==> src/rtl/pkt_fsm_multi.sv <==
// pkt_fsm_multi: multi-channel packet-framing tracker.
// Every channel runs its own IDLE/HEAD/BODY/ERR machine over a valid/head/tail
// beat stream. It counts beats per packet, reports the length of each legal
// packet and keeps a sticky record of the first framing error. A shared 16-bit
// counter accumulates the packets completed on all channels.
module pkt_fsm_multi #(
   parameter int CHANNELS = 4,
   parameter int LEN_W    = 8,
   parameter int MAX_LEN  = 16
) (
   input  logic                      clock,
   input  logic                      reset,
   input  logic [CHANNELS-1:0]       head,
   input  logic [CHANNELS-1:0]       tail,
   input  logic [CHANNELS-1:0]       valid,
   input  logic [CHANNELS-1:0]       err_clr,
   output logic [2*CHANNELS-1:0]     state,
   output logic [CHANNELS-1:0]       pkt_done,
   output logic [LEN_W*CHANNELS-1:0] pkt_len,
   output logic [CHANNELS-1:0]       err,
   output logic [2*CHANNELS-1:0]     err_code,
   output logic [15:0]               pkt_count
);

   typedef enum logic [1:0] {
      ST_IDLE = 2'd0,
      ST_HEAD = 2'd1,
      ST_BODY = 2'd2,
      ST_ERR  = 2'd3
   } state_t;

   localparam logic [LEN_W-1:0] MAX_LEN_C     = LEN_W'(MAX_LEN);
   localparam logic [LEN_W-1:0] LEN_ZERO      = LEN_W'(0);
   localparam logic [LEN_W-1:0] LEN_ONE       = LEN_W'(1);
   localparam logic [1:0]       CODE_NONE     = 2'd0;
   localparam logic [1:0]       CODE_ORPHAN   = 2'd1;
   localparam logic [1:0]       CODE_NESTED   = 2'd2;
   localparam logic [1:0]       CODE_OVERFLOW = 2'd3;

   // Per-channel state and registered outputs
   state_t            state_q [CHANNELS];
   state_t            state_d [CHANNELS];
   logic [LEN_W-1:0]  cnt_q   [CHANNELS];
   logic [LEN_W-1:0]  cnt_d   [CHANNELS];
   logic [LEN_W-1:0]  len_q   [CHANNELS];
   logic [LEN_W-1:0]  len_d   [CHANNELS];
   logic [1:0]        code_q  [CHANNELS];
   logic [1:0]        code_d  [CHANNELS];
   logic [CHANNELS-1:0] done_q;
   logic [CHANNELS-1:0] done_d;
   logic [CHANNELS-1:0] err_q;
   logic [CHANNELS-1:0] err_d;
   logic [15:0]       count_q;
   logic [15:0]       count_d;

   // Error events raised by the framing machine this cycle
   logic [CHANNELS-1:0] new_err_s;
   logic [1:0]          new_code_s [CHANNELS];

   // Number of completions in one cycle, widened to the counter width
   function automatic logic [15:0] count_ones(input logic [CHANNELS-1:0] vec);
      logic [15:0] sum;
      sum = 16'd0;
      for (int k = 0; k < CHANNELS; k++) begin
         sum = sum + 16'(vec[k]);
      end
      return sum;
   endfunction

   // Framing machine: next state, beat counter, completion and error events
   always_comb begin
      for (int i = 0; i < CHANNELS; i++) begin
         state_d[i]    = state_q[i];
         cnt_d[i]      = cnt_q[i];
         len_d[i]      = len_q[i];
         done_d[i]     = 1'b0;
         new_err_s[i]  = 1'b0;
         new_code_s[i] = CODE_NONE;
         if (valid[i]) begin
            case (state_q[i])
               ST_IDLE, ST_ERR: begin
                  if (head[i] && tail[i]) begin
                     // Single-beat packet
                     done_d[i]  = 1'b1;
                     len_d[i]   = LEN_ONE;
                     state_d[i] = ST_IDLE;
                     cnt_d[i]   = LEN_ZERO;
                  end else if (head[i]) begin
                     state_d[i] = ST_HEAD;
                     cnt_d[i]   = LEN_ONE;
                  end else if (state_q[i] == ST_IDLE) begin
                     // Beat with no open packet
                     state_d[i]    = ST_ERR;
                     cnt_d[i]      = LEN_ZERO;
                     new_err_s[i]  = 1'b1;
                     new_code_s[i] = CODE_ORPHAN;
                  end else begin
                     // Already in ERR: the stray beat is silently dropped
                     state_d[i] = ST_ERR;
                     cnt_d[i]   = LEN_ZERO;
                  end
               end
               ST_HEAD, ST_BODY: begin
                  if (head[i]) begin
                     // A head inside an open packet aborts it; it does not restart
                     state_d[i]    = ST_ERR;
                     cnt_d[i]      = LEN_ZERO;
                     new_err_s[i]  = 1'b1;
                     new_code_s[i] = CODE_NESTED;
                  end else if (cnt_q[i] == MAX_LEN_C) begin
                     // Any further beat would exceed the length limit
                     state_d[i]    = ST_ERR;
                     cnt_d[i]      = LEN_ZERO;
                     new_err_s[i]  = 1'b1;
                     new_code_s[i] = CODE_OVERFLOW;
                  end else if (tail[i]) begin
                     done_d[i]  = 1'b1;
                     len_d[i]   = cnt_q[i] + LEN_ONE;
                     state_d[i] = ST_IDLE;
                     cnt_d[i]   = LEN_ZERO;
                  end else begin
                     state_d[i] = ST_BODY;
                     cnt_d[i]   = cnt_q[i] + LEN_ONE;
                  end
               end
               default: begin
                  state_d[i] = ST_IDLE;
                  cnt_d[i]   = LEN_ZERO;
               end
            endcase
         end else begin
            // No beat: hold state and counter
            state_d[i] = state_q[i];
            cnt_d[i]   = cnt_q[i];
         end
      end
   end

   // Sticky error flag and first-error code; a new error beats a clear
   always_comb begin
      for (int i = 0; i < CHANNELS; i++) begin
         err_d[i]  = err_q[i];
         code_d[i] = code_q[i];
         if (new_err_s[i]) begin
            err_d[i] = 1'b1;
            if (!err_q[i] || err_clr[i]) begin
               code_d[i] = new_code_s[i];
            end else begin
               code_d[i] = code_q[i];
            end
         end else if (err_clr[i]) begin
            err_d[i]  = 1'b0;
            code_d[i] = CODE_NONE;
         end else begin
            err_d[i]  = err_q[i];
            code_d[i] = code_q[i];
         end
      end
   end

   // Shared packet counter advances by the completions of this edge
   always_comb begin
      count_d = count_q + count_ones(done_d);
   end

   // State and output registers with asynchronous active-low reset
   always_ff @(posedge clock or negedge reset) begin
      if (!reset) begin
         for (int i = 0; i < CHANNELS; i++) begin
            state_q[i] <= ST_IDLE;
            cnt_q[i]   <= LEN_ZERO;
            len_q[i]   <= LEN_ZERO;
            code_q[i]  <= CODE_NONE;
         end
         done_q  <= '0;
         err_q   <= '0;
         count_q <= 16'd0;
      end else begin
         for (int i = 0; i < CHANNELS; i++) begin
            state_q[i] <= state_d[i];
            cnt_q[i]   <= cnt_d[i];
            len_q[i]   <= len_d[i];
            code_q[i]  <= code_d[i];
         end
         done_q  <= done_d;
         err_q   <= err_d;
         count_q <= count_d;
      end
   end

   // Pack per-channel registers onto the flat output buses
   for (genvar g = 0; g < CHANNELS; g++) begin : g_pack
      assign state[2*g +: 2]         = state_q[g];
      assign pkt_len[LEN_W*g +: LEN_W] = len_q[g];
      assign err_code[2*g +: 2]      = code_q[g];
   end

   assign pkt_done  = done_q;
   assign err       = err_q;
   assign pkt_count = count_q;

endmodule
==> config.mk <==
export PLATFORM = sky130hd
export DESIGN_NAME = pkt_fsm_multi
export DESIGN_NICKNAME = d
export VERILOG_FILES = /design/src/rtl/pkt_fsm_multi.sv
export SDC_FILE = /design/constraint.sdc
export NUM_CORES = 1
export LEC_CHECK = 0
export ABC_CLOCK_PERIOD_IN_PS = 4200
export CAP_MARGIN = 20
export CORE_MARGIN = 1.5
export CORE_UTILIZATION = 28
export CTS_CLUSTER_DIAMETER = 150
export DETAILED_ROUTE_END_ITERATION = 10
export HOLD_SLACK_MARGIN = 0.12
export PLACE_DENSITY = 0.58
export SYNTH_ARGS = -nofsm -noshare
export SYNTH_HDL_FRONTEND = slang
export SYNTH_SLANG_ARGS = --single-unit
==> constraint.sdc <==
create_clock -name clock -period 4.2 [get_ports clock]
set_clock_uncertainty 0.2 [all_clocks]
set_input_delay 0.63 -clock clock [delete_from_list [all_inputs] [get_ports clock]]
set_output_delay 0.63 -clock clock [all_outputs]
set_load 0.03 [all_outputs]
==> results by stage, run 1 <==
Clock tree:
- Counting along the longest clock path gives a buffer depth of 2.
- Buffers added to address setup during post-CTS repair amount to 0.
- The clock-pin slew of the registers on the worst-case setup and hold paths is 0.07 ns.
- The total CTS buffers is 9.
- The number of clock sinks is 104.
- The number of hold buffers added after CTS is 0.
- Once the clock tree was built, the resizer swapped 0 gates to a different size.
- The clock tree synthesis step divided the H-tree into 3 levels.
- The cell at the root of the clock tree is sky130_fd_sc_hd__clkbuf_16.
- The CTS tree is yes.
- The latest clock arrival within the worst-skew pair is 0.34 ns.

Worst setup path:
- The endpoint identified for the worst register-to-register timing path is pkt_count[12].
- Data on the critical path arrives at its endpoint at 3.68 ns.
- The worst setup path is launched from a flip-flop.
- The data required time at the worst endpoint is 4.22 ns.
- The most critical setup path has its startpoint at cnt_q[8].
- The flop-to-flop setup slack is 0.54 ns.
- The number of cell instances on the worst register-to-register path is 14.
- The startpoint-to-endpoint class of the critical path is flip-flop to flip-flop.
- The worst setup path is captured at a flip-flop.
- The highest net fanout along the worst path is 6.
- The startpoint identified for the worst register-to-register timing path is cnt_q[8].

STA:
- The hold violation count in the final report is 0.
- Timing would allow up to 273 MHz.
- The ratio of final minimum period to clock period is 87.1%.
- The worst slew margin relative to its limit is 52.2%.
- Setup repair after global routing left no endpoint under its margin.
- After layout, the minimum clock period comes to 3.66 ns.
- Setup total negative slack on the finished layout was measured at 0 ns.
- Setup violations remaining at the end of the flow were counted as 0.
- The number of max-slew violations in the final report was 0.
- At the pin with the least slew margin, the transition time is 0.716 ns.

Synthesis:
- The cell type contributing the most total cell area after synthesis is sky130_fd_sc_hd__dfrtp_1.
- The warning count from the yosys run is 0.
- Yosys mapped the design onto 70 distinct sky130hd cell types.
- The synthesized area divided by synthesized cell count is 10.5 sq um.
- Of the post-synthesis cell area, the dominant cell type holds 48.1%.
- The number of cells produced by synthesis is 515.
- The count of flip-flops with a built-in enable after synthesis is 0.
- For this run, asynchronously set or reset flops after synthesis account for 100%.
- Sequential elements use 48.1% of the synthesized area.
- By area the synthesized netlist is led by sky130_fd_sc_hd__dfrtp_1 (48%), sky130_fd_sc_hd__xnor2_1 (4.7%), sky130_fd_sc_hd__inv_1 (3.5%).
- In this run, synthesis produced a sequential element count of 104.
- The most used flip-flop cell after synthesis is sky130_fd_sc_hd__dfrtp_1.
- The post-synthesis instance area is 0.00541 sq mm.
- When the netlist entered floorplanning its net count stood at 549.

Power:
- The net switching power figure is 0.00139 W.
- The cell area power density is 534 mW/mm^2.
- The worst-case IR drop observed on VDD is 0.292 mV.
- The internal power is 0.00231 W.
- The analysis attributes to cell leakage a power of 2.87 nW.
- Net switching is 37.7% of the power.
- The relative contribution of sequential cells to total power is 36.0%.
- The fraction of power consumed by combinational cells is 39.6%.
- The clock network fraction of total power is 24.4%.
- The design draws 0.00370 W.

Cells and area:
- The number of nets at the end of the flow is 639.
- The top cell types in the final layout, fill and taps aside, are sky130_fd_sc_hd__dfrtp_1 (104), sky130_fd_sc_hd__clkdlybuf4s50_1 (88), sky130_fd_sc_hd__inv_1 (50).
- The filler cells instantiated in the layout total 1,854.
- Compared with the post-synthesis result, the final layout area differs by 28.1%.
- The ratio of cells with drive above 1 in the final layout is 9.36%.
- The leading cell type in the layout, fill and taps excluded is sky130_fd_sc_hd__dfrtp_1.
- 0 antenna diodes ended up in the layout.
- Excluding fillers, the count of instances in the completed layout stands at 869.

Placement:
- The wire-length estimate of the detail-placed layout is 8870 microns.
- The weighted congestion reported at the end of routability-driven placement is 0.808.
- In this run, placement finished with an instance count of 854.
- In this run the tool buffered the top-level ports with 89 buffer cells.

GRT:
- Global routing used 2.15% of the available met3 tracks.
- The via count of the first global-routing pass was 4,134.
- In the global route stage, met1 resource usage came out at 16.8%.
- For this run, global-route usage on met2 was measured as 20.2%.
- In the global route stage, overall resource usage came out at 12.5%.
- The most utilized layer in the global route result is met2.
- The first global-routing pass estimated 20,400 microns of wire.
- After global routing the overflow that remains totals 0.
- Entering global routing, the biggest net connects 56 pins.
- The number of antenna violations at the first check in global routing is 0.

Floorplanning:
- In this run the core area contains 50 standard-cell rows.
- The floorplan step defined a die boundary enclosing 0.0202 sq mm.
- For this configuration, the core starts out at a cell density of 28.7%.
- The die height is 142 microns.
- The boundary pin count is 90.
- The floorplan die width is 142 microns.
- The area of the core is 0.0188 sq mm.

Drt:
- Summing over every cut layer, the via total after detailed routing is 4,144.
- After detailed routing, the number of vias per cell comes to 4.77.
- The total detailed-routing wirelength is 12,100 microns.
- The number of remaining DRC errors is 0.
- The final antenna-violating net count is 0.
- The DRC marker count from the first detailed-route iteration is 220.
- The first-pass detailed-route iteration total is 4.
- Dividing the detail-routed wire length by the instance count gives 14.0 microns.

Run status:
- The run finished with clean final reports.

Min path:
- In this run the worst hold path is classified as input port to asynchronous set/reset pin.

Job:
- The count of max-cap constraint violations is 0.
==> critical path, stage by stage (launching register included) <==
cell and delay, ns:
sky130_fd_sc_hd__dfrtp_1 0.44, sky130_fd_sc_hd__inv_1 0.14, sky130_fd_sc_hd__ha_1 0.15, sky130_fd_sc_hd__nor3b_2 0.37
sky130_fd_sc_hd__a21oi_2 0.19, sky130_fd_sc_hd__a31oi_4 0.19, sky130_fd_sc_hd__inv_1 0.09, sky130_fd_sc_hd__fa_1 0.49
sky130_fd_sc_hd__inv_1 0.05, sky130_fd_sc_hd__fa_1 0.40, sky130_fd_sc_hd__inv_1 0.09, sky130_fd_sc_hd__fa_1 0.21
sky130_fd_sc_hd__and2_1 0.24, sky130_fd_sc_hd__nand4_1 0.13, sky130_fd_sc_hd__xnor2_1 0.14
==> through the flow <==
| step | instance area [sq um] | utilization (%) | worst slack [ns] | hold WS (ns) |
|---|---|---|---|---|
| floorplan | 5410 | - | 0.378 | 0.134 |
| global placement | 6610 | 35.1 | 0.401 | 0.275 |
| detailed placement | 6610 | 35.1 | 0.323 | 0.274 |
| CTS | 6930 | 36.8 | 0.534 | 0.154 |
| global route | 6930 | 36.8 | 0.255 | 0.182 |
| finish | 6930 | 36.8 | 0.543 | 0.135 |
==> layer usage <==
layer	up-vias	wire length [microns]
met5	-	0
met3	12	509
met1	2012	5820
met2	95	5620
met4	0	187
li1	2025	-
==> final cells by class <==
cell class | count | area (sq um) | share of cell area [%]
multi-input cells | 342 | 2530 | 36.6
clock buffers | 10 | 239 | 3.45
inverters | 50 | 188 | 2.71
repair buffers | 98 | 956 | 13.8
well taps | 260 | 325 | 4.70
clock inverters | 5 | 81.3 | 1.17
flip-flops and latches | 104 | 2600 | 37.6
==> registers in the layout, summed over array words and instances (netlist names) <==
name       cells
pkt_count     16
pkt_len       32
pkt_done       4
state          8
cnt_q         32
err_code       8
err            4
==> cell families (layout without fill, tap and decap cells) <==
family	Yosys count	count (layout)	share of synthesized area, %
fa+ha+maj	16	16	4.12
compound gates	130	130	18.1
buf+inv	69	163	5.02
xor+xnor	37	37	5.99
mux	7	7	1.41
simple gates	152	152	17.2
flops	104	104	48.1
==> Yosys cell counts (all sizes together), types with 2 or more instances <==
library cell,number
dfrtp,104
inv,50
nand2,38
xnor2,29
a21oi,23
nand3,20
o21ai,18
nor2,17
o22ai,17
a31oi,15
nand2b,14
a22o,13
ha,13
o2bb2ai,11
buf,10
nor2b,10
clkbuf,9
nand4,9
xor2,8
and2,6
nor3b,6
and4,5
mux2,5
nor4b,5
a211oi,4
nor4,4
or2,4
a22oi,3
fa,3
nand4b,3
o211ai,3
a211o,2
a21o,2
mux2i,2
nand4bb,2
nor3,2
o21a,2
o22a,2
o311ai,2
o31ai,2
o41ai,2
or3,2
==> worst max path at each step <==
stage,endpoint,slack [ns],cells past startpoint
detailed placement,pkt_count[12],0.32,13
global placement,pkt_count[12],0.40,13
finish,pkt_count[12],0.54,14
global route,pkt_count[12],0.26,14
CTS,pkt_count[12],0.53,14
floorplan,pkt_count[12],0.38,15
==> power by group through the flow <==
stage / clock network, W / logic [W] / registers (W)
2_1_floorplan: 0 / 0.000655 / 0.00162
3_3_place_gp: 0 / 0.00146 / 0.00135
5_1_grt: 0.000971 / 0.00161 / 0.00136
3_5_place_dp: 0 / 0.00147 / 0.00135
6_report: 0.000902 / 0.00146 / 0.00133
4_1_cts: 0.000934 / 0.00148 / 0.00134
No activity file was read; power rests on OpenSTA's default activity.
==> run 2, diff against run 1 <==
--- a/constraint.sdc
+++ b/constraint.sdc
@@ -4,2 +4,2 @@
 set_output_delay 0.63 -clock clock [all_outputs]
-set_load 0.03 [all_outputs]
+set_load 0.02 [all_outputs]
==> results of run 2 <==
Same layout as run 1 (identical final DEF). Status: finished clean.
Main changes from that run: total power 0.00370 W -> 0.00358 W; worst IR drop on VDD 0.292 mV -> 0.266 mV
